`src/rtl/debug_commit_tracker.sv`:
```
// -----------------------------------------------------------------------------
// debug_commit_tracker
//
// Builds the per-instruction commit trace for the simulation debug sink.
// Each retire from writeback (wb_valid) produces one registered commit record
// on debug_* one cycle later. Device (MMIO) accesses seen on the LSU strobe are
// bound to the instruction that retires with them, or to the next retire after
// them. An ebreak retire emits a halting record and freezes the core until
// reset.
//
// Optional feature (macro DEBUG_WATCHDOG_EN): a watchdog counts RUN cycles
// without a retire. After WDT_CYCLES idle cycles it emits a halting record
// with wdt_timeout=1.
//
// Ports:
//   clock, reset          - clock; synchronous active-high reset
//   wb_valid/pc/inst      - retire strobe, PC and encoding of the retiring inst
//   wb_regWen/Waddr/Wdata - GPR write of the retiring instruction
//   lsu_valid/lsu_addr    - LSU access strobe and address
//   debug_*               - registered commit record (debug_valid = 1-cycle pulse)
//   halted                - freeze request, held until reset
//   instret               - 64-bit retired-instruction count (wraps)
//   wdt_timeout           - halt was caused by the watchdog
// -----------------------------------------------------------------------------
module debug_commit_tracker #(
    parameter logic [31:0] DEV_BASE   = 32'ha000_0000,
    parameter logic [31:0] DEV_MASK   = 32'hf000_0000,
    parameter int unsigned WDT_CYCLES = 1024
) (
    input  logic        clock,
    input  logic        reset,
    input  logic        wb_valid,
    input  logic [31:0] wb_pc,
    input  logic [31:0] wb_inst,
    input  logic        wb_regWen,
    input  logic [4:0]  wb_regWaddr,
    input  logic [31:0] wb_regWdata,
    input  logic        lsu_valid,
    input  logic [31:0] lsu_addr,
    output logic        debug_valid,
    output logic        debug_halt,
    output logic        debug_deviceAccess,
    output logic [31:0] debug_deviceAddr,
    output logic [31:0] debug_pc,
    output logic        debug_regWen,
    output logic [4:0]  debug_regWaddr,
    output logic [31:0] debug_regWdata,
    output logic        halted,
    output logic [63:0] instret,
    output logic        wdt_timeout
);

    localparam logic [0:0]  ST_RUN    = 1'b0;
    localparam logic [0:0]  ST_HALTED = 1'b1;
    localparam logic [31:0] EBREAK    = 32'h0010_0073;

    // FSM and pending-device state
    logic [0:0]  r_state;
    logic        r_dev_pend;
    logic [31:0] r_dev_addr;

    // Registered commit record
    logic        r_valid;
    logic        r_halt;
    logic        r_dev_acc;
    logic [31:0] r_dev_out;
    logic [31:0] r_pc;
    logic        r_regWen;
    logic [4:0]  r_regWaddr;
    logic [31:0] r_regWdata;
    logic        r_halted;
    logic [63:0] r_instret;

    logic        w_run;
    logic        w_retire;
    logic        w_ebreak;
    logic        w_lsu_dev;
    logic        w_rec_dev;
    logic [31:0] w_rec_addr;
    logic        w_wdt_fire;

    assign w_run     = (r_state == ST_RUN);
    assign w_retire  = w_run && wb_valid;
    assign w_ebreak  = w_retire && (wb_inst == EBREAK);
    // LSU is ignored once halted, so a device hit only counts in RUN
    assign w_lsu_dev = w_run && lsu_valid && ((lsu_addr & DEV_MASK) == DEV_BASE);

    // An already pending access is older than a same-cycle one, so it wins.
    assign w_rec_dev  = r_dev_pend || w_lsu_dev;
    assign w_rec_addr = r_dev_pend ? r_dev_addr :
                        (w_lsu_dev ? lsu_addr : 32'h0);

`ifdef DEBUG_WATCHDOG_EN
    logic [31:0] r_wdt_cnt;
    logic [31:0] r_last_pc;
    logic        r_wdt_timeout;

    // A retire in the limit cycle wins over the timeout
    assign w_wdt_fire = w_run && !wb_valid && (r_wdt_cnt == 32'(WDT_CYCLES - 1));

    always_ff @(posedge clock) begin
        if (reset) begin
            r_wdt_cnt     <= 32'h0;
            r_last_pc     <= 32'h0;
            r_wdt_timeout <= 1'b0;
        end else begin
            if (w_retire) begin
                r_wdt_cnt <= 32'h0;
                r_last_pc <= wb_pc;
            end else if (w_run) begin
                r_wdt_cnt <= r_wdt_cnt + 32'h1;
            end
            if (w_wdt_fire)
                r_wdt_timeout <= 1'b1;
        end
    end

    assign wdt_timeout = r_wdt_timeout;
`else
    assign w_wdt_fire  = 1'b0;
    assign wdt_timeout = 1'b0;
    // Parameter only meaningful with the watchdog built in
    logic w_unused_wdt;
    assign w_unused_wdt = ^WDT_CYCLES;
`endif

    always_ff @(posedge clock) begin
        if (reset) begin
            r_state    <= ST_RUN;
            r_dev_pend <= 1'b0;
            r_dev_addr <= 32'h0;
            r_valid    <= 1'b0;
            r_halt     <= 1'b0;
            r_dev_acc  <= 1'b0;
            r_dev_out  <= 32'h0;
            r_pc       <= 32'h0;
            r_regWen   <= 1'b0;
            r_regWaddr <= 5'h0;
            r_regWdata <= 32'h0;
            r_halted   <= 1'b0;
            r_instret  <= 64'h0;
        end else begin
            // Pulse by default; the record fields hold otherwise
            r_valid <= 1'b0;
            if (w_retire) begin
                r_valid    <= 1'b1;
                r_halt     <= w_ebreak;
                r_dev_acc  <= w_rec_dev;
                r_dev_out  <= w_rec_addr;
                r_pc       <= wb_pc;
                r_regWen   <= wb_regWen && (wb_regWaddr != 5'd0);
                r_regWaddr <= wb_regWaddr;
                r_regWdata <= wb_regWdata;
                r_instret  <= r_instret + 64'h1;
                // Access (pending or same-cycle) is consumed by this record
                r_dev_pend <= 1'b0;
                r_dev_addr <= 32'h0;
                if (w_ebreak) begin
                    r_state  <= ST_HALTED;
                    r_halted <= 1'b1;
                end
            end else begin
                // First device address wins until the next retire
                if (w_lsu_dev && !r_dev_pend) begin
                    r_dev_pend <= 1'b1;
                    r_dev_addr <= lsu_addr;
                end
`ifdef DEBUG_WATCHDOG_EN
                if (w_wdt_fire) begin
                    r_valid    <= 1'b1;
                    r_halt     <= 1'b1;
                    r_dev_acc  <= 1'b0;
                    r_dev_out  <= 32'h0;
                    r_pc       <= r_last_pc;
                    r_regWen   <= 1'b0;
                    r_regWaddr <= 5'h0;
                    r_regWdata <= 32'h0;
                    r_state    <= ST_HALTED;
                    r_halted   <= 1'b1;
                end
`else
                if (w_wdt_fire) begin
                    r_state <= ST_HALTED;
                end
`endif
            end
        end
    end

    assign debug_valid        = r_valid;
    assign debug_halt         = r_halt;
    assign debug_deviceAccess = r_dev_acc;
    assign debug_deviceAddr   = r_dev_out;
    assign debug_pc           = r_pc;
    assign debug_regWen       = r_regWen;
    assign debug_regWaddr     = r_regWaddr;
    assign debug_regWdata     = r_regWdata;
    assign halted             = r_halted;
    assign instret            = r_instret;

endmodule
```
`config.mk`:
```
export PLATFORM = sky130hd
export DESIGN_NAME = debug_commit_tracker
export DESIGN_NICKNAME = d
export VERILOG_FILES = /design/src/rtl/debug_commit_tracker.sv
export SDC_FILE = /design/constraint.sdc
export NUM_CORES = 1
export LEC_CHECK = 0
export BUFFER_PORTS_ARGS = -buffer_cell sky130_fd_sc_hd__buf_2
export CAP_MARGIN = 20
export CORE_ASPECT_RATIO = 0.5
export CORE_MARGIN = 2
export CORE_UTILIZATION = 44
export CTS_CLUSTER_SIZE = 8
export DETAILED_ROUTE_END_ITERATION = 16
export MAX_ROUTING_LAYER = met4
export PLACE_DENSITY = 0.77
export SETUP_SLACK_MARGIN = 0.05
export SLEW_MARGIN = 5
export SYNTH_ARGS = -nofsm -noshare
export SYNTH_HDL_FRONTEND = slang
export SYNTH_SLANG_ARGS = --single-unit
```
`constraint.sdc`:
```
create_clock -name clock -period 1.8 [get_ports clock]
set_input_delay 0.09 -clock clock [delete_from_list [all_inputs] [get_ports clock]]
set_output_delay 0.09 -clock clock [all_outputs]
set_load 0.01 [all_outputs]
```
==> impl_metrics.tcl <==
set metrics [dict create \
    r2r-start "instret[43]" \
    finClkSkew_ns 0.0227 \
    fin_crit_ns 1.92 \
    fin_ws_ns -0.121 \
    wl_mm 29.0 \
    num_io_pins 309 \
    die_w_um 195 \
    yosysTopAreaCell "dfxtp_1" \
    drt-pass1-iter-count 5 \
    final_util_pct 72.9 \
    ir_drop_mv 0.798 \
    place_inst 1572 \
    syn_nets 1119 \
    synthArstFlopShare_pct 0 \
    multi_input_area_um2 3950 \
    fin_cells 1729 \
    setup_viol 12 \
    clkSinkCount 203 \
    nFillCells 1278 \
    antenna_found_initial 3 \
    viasPerCell 5.38 \
    grt_max_degree 75 \
    rsz0062_at_grt "true" \
    powerDensity_nw_per_um2 808 \
    startpoint "instret[43]" \
    drt-initial-drc-count 532 \
    crit_type "flop to flop" \
    seq_area_frac_synth_pct 50.7 \
    synth_cell_types 45 \
    violations "negative setup slack" \
    drv_slew 0 \
    h-tree-depth 1 \
    grt_pass1_wl_mm 45.1 \
    worstPathMaxFanout 3 \
    drcViolationCount 0 \
    antenna_violating_nets_post_route 0 \
    worst_skew_pair.late_latency_ns 0.53 \
    area_delta_synth_final_pct 60.1 \
    status "finished, violations left" \
    synth.top_cells.by_count "nand2_1, dfxtp_1, a21oi_1" \
    seq_area_um2 4120 \
    synth_seq_cells 203 \
    nets 1627 \
    slew_headroom_pct 58.3 \
    cts_tree "done" \
    synth.area.top_cells "dfxtp_1, nand2_1, a21oi_1" \
    period_share_pct 107 \
    place_congestion 0.851 \
    io_buffers 307 \
    cts_buffers 29 \
    leakagePower_nw 5.71 \
    min_path_type "input port to flop" \
    post_drt_wl_per_cell_um 16.8 \
    clk_pin_slew_ns 0.05 \
    ys.flop_type "dfxtp_1" \
    via_count 9310 \
    synthCells 980 \
    min_path_cells 5 \
    hold_viol_final 0 \
    grt_pass1_vias 9105 \
    row_count 34 \
    worstPathArrival_ns 2.39 \
    fp.coreArea_um2 17600 \
    clk_path_buf_depth 3 \
    hpwl_mm 18.0 \
    synth_area_um2 8020 \
    track_usage_pct 29.1 \
    worstPathRequired_ns 2.26 \
    drive_above_1_share_pct 37.4 \
    dieArea_um2 19400 \
    holdCritStartpoint "wb_valid" \
    synth_top_area_share_pct 50.7 \
    cts_root_buf "clkbuf_16" \
    yosys_warnings 0 \
    syn_avg_cell_area_um2 8.18 \
    initial_core_util_pct 45.5 \
    fmax_mhz 521 \
    grt_overflow 0 \
    die-height_um 99.5 \
    yosysMostFrequentCell "nand2_1" \
    worst_pin_slew_ns 0.626 \
    ff2ff_path_depth 5 \
    worstSetupEndpointType "flop" \
    synth_edf_count 0 \
    crit_path_start_kind "flop" \
    drv_cap 0 \
]
[repair_timing]
item	4_1_cts	5_1_grt
pin swaps	19	34
endpoints found under the hold margin	131	0
gates resized for setup	32	38
buffers inserted	6	5
cloned	0	0
endpoints found under the setup margin	27	29
hold buffers	108	0
[state kept, by name, indices dropped and copies added, names as in the netlist, 5 cells and up]
signal,cells
r_dev_addr,32
instret,64
debug_pc,32
debug_regWaddr,5
debug_deviceAddr,32
debug_regWdata,32
[layer usage]
metal  vias to the layer above  track usage (%)  routed length, µm
met5                         -                -                  0
met4                         0             13.0               1130
met3                       108             4.75               1680
met2                       391             49.8              14600
met1                      4429             34.1              11600
li1                       4382                -                  -
[cells by family after synthesis]
group,count (synthesis),share of synthesized area (%)
simple gates,442,26.2
compound gates,219,15.2
flops,203,50.7
buf+inv,79,3.81
xor+xnor,35,3.82
fa+ha+maj,1,0.156
other cells,1,0.0468
[cell type report]
type                       count  share of cell area (%)
timing repair buffer         541                    28.5
inverter                      15                   0.439
clock inverter                 2                   0.127
clock buffer                  31                    5.71
sequential                   203                    32.1
multi-input combinational    698                    30.8
antenna                        5                  0.0975
tap                          234                    2.28
[layout by cell type (no fill, tap or decap), types with 3 or more instances in the layout]
cell type,synthesis,final
and4_4,0,4
nand2_1,222,220
and3_1,6,6
a211oi_1,28,28
dlygate4sd3_1,0,108
dfxtp_1,203,167
xnor2_1,20,19
a21oi_1,156,151
nand3_2,0,3
o21ai_0,17,15
o31ai_1,7,6
diode_2,0,5
buf_6,0,10
and4_1,7,3
buf_12,0,4
nor4_2,0,3
or4_4,0,3
or3_4,2,4
nor2_1,80,79
nor3_1,11,6
nor4bb_1,3,3
dfxtp_4,0,5
nand4_1,29,29
nand4b_1,4,4
inv_1,15,15
nor3_2,0,3
a21oi_2,0,4
nand4_4,2,3
nor4_1,13,6
clkbuf_16,0,29
buf_4,1,113
or3_1,16,14
dfxtp_2,0,31
or4_1,8,5
or2_2,5,4
xor2_1,15,15
buf_2,4,306
nor4_4,2,6
nand3_1,20,16
[final timing paths]
kind	end	slack, ns
hold / removal	debug_deviceAddr[30]	0.04
setup / recovery	instret[60]	-0.12
hold reg to reg	debug_halt	0.45
setup reg to reg	instret[60]	-0.12
[critical path, cell delays in order (launching register included)]
cell	delay, ns
dfxtp_4	0.35
nand4_4	0.11
or3_4	0.36
or3_4	0.40
or4_4	0.49
a21oi_2	0.15
[report_power, final]
| group | switching [mW] | total, mW | internal (mW) |
|---|---|---|---|
| sequential | 0.0722 | 4.70 | 4.63 |
| combinational | 0.493 | 0.965 | 0.472 |
| clock | 1.88 | 4.71 | 2.83 |
[metrics by stage]
stage	power [mW]	cell area [µm²]	TNS [ns]	hold WS [ns]	setup WS, ns
final	10.4	12800	-0.699	0.0375	-0.121
after detailed placement	5.53	10600	-1.47	0.336	-0.134
after CTS	10.4	12600	-0.384	0.0203	-0.0917
after global routing	10.8	12800	-2.46	0.0569	-0.225
after global placement	5.51	10600	-0.236	0.330	-0.0909
after floorplan	5.14	8110	-0.579	0.226	-0.102
Note: power is estimated with default switching activity, not from simulation.
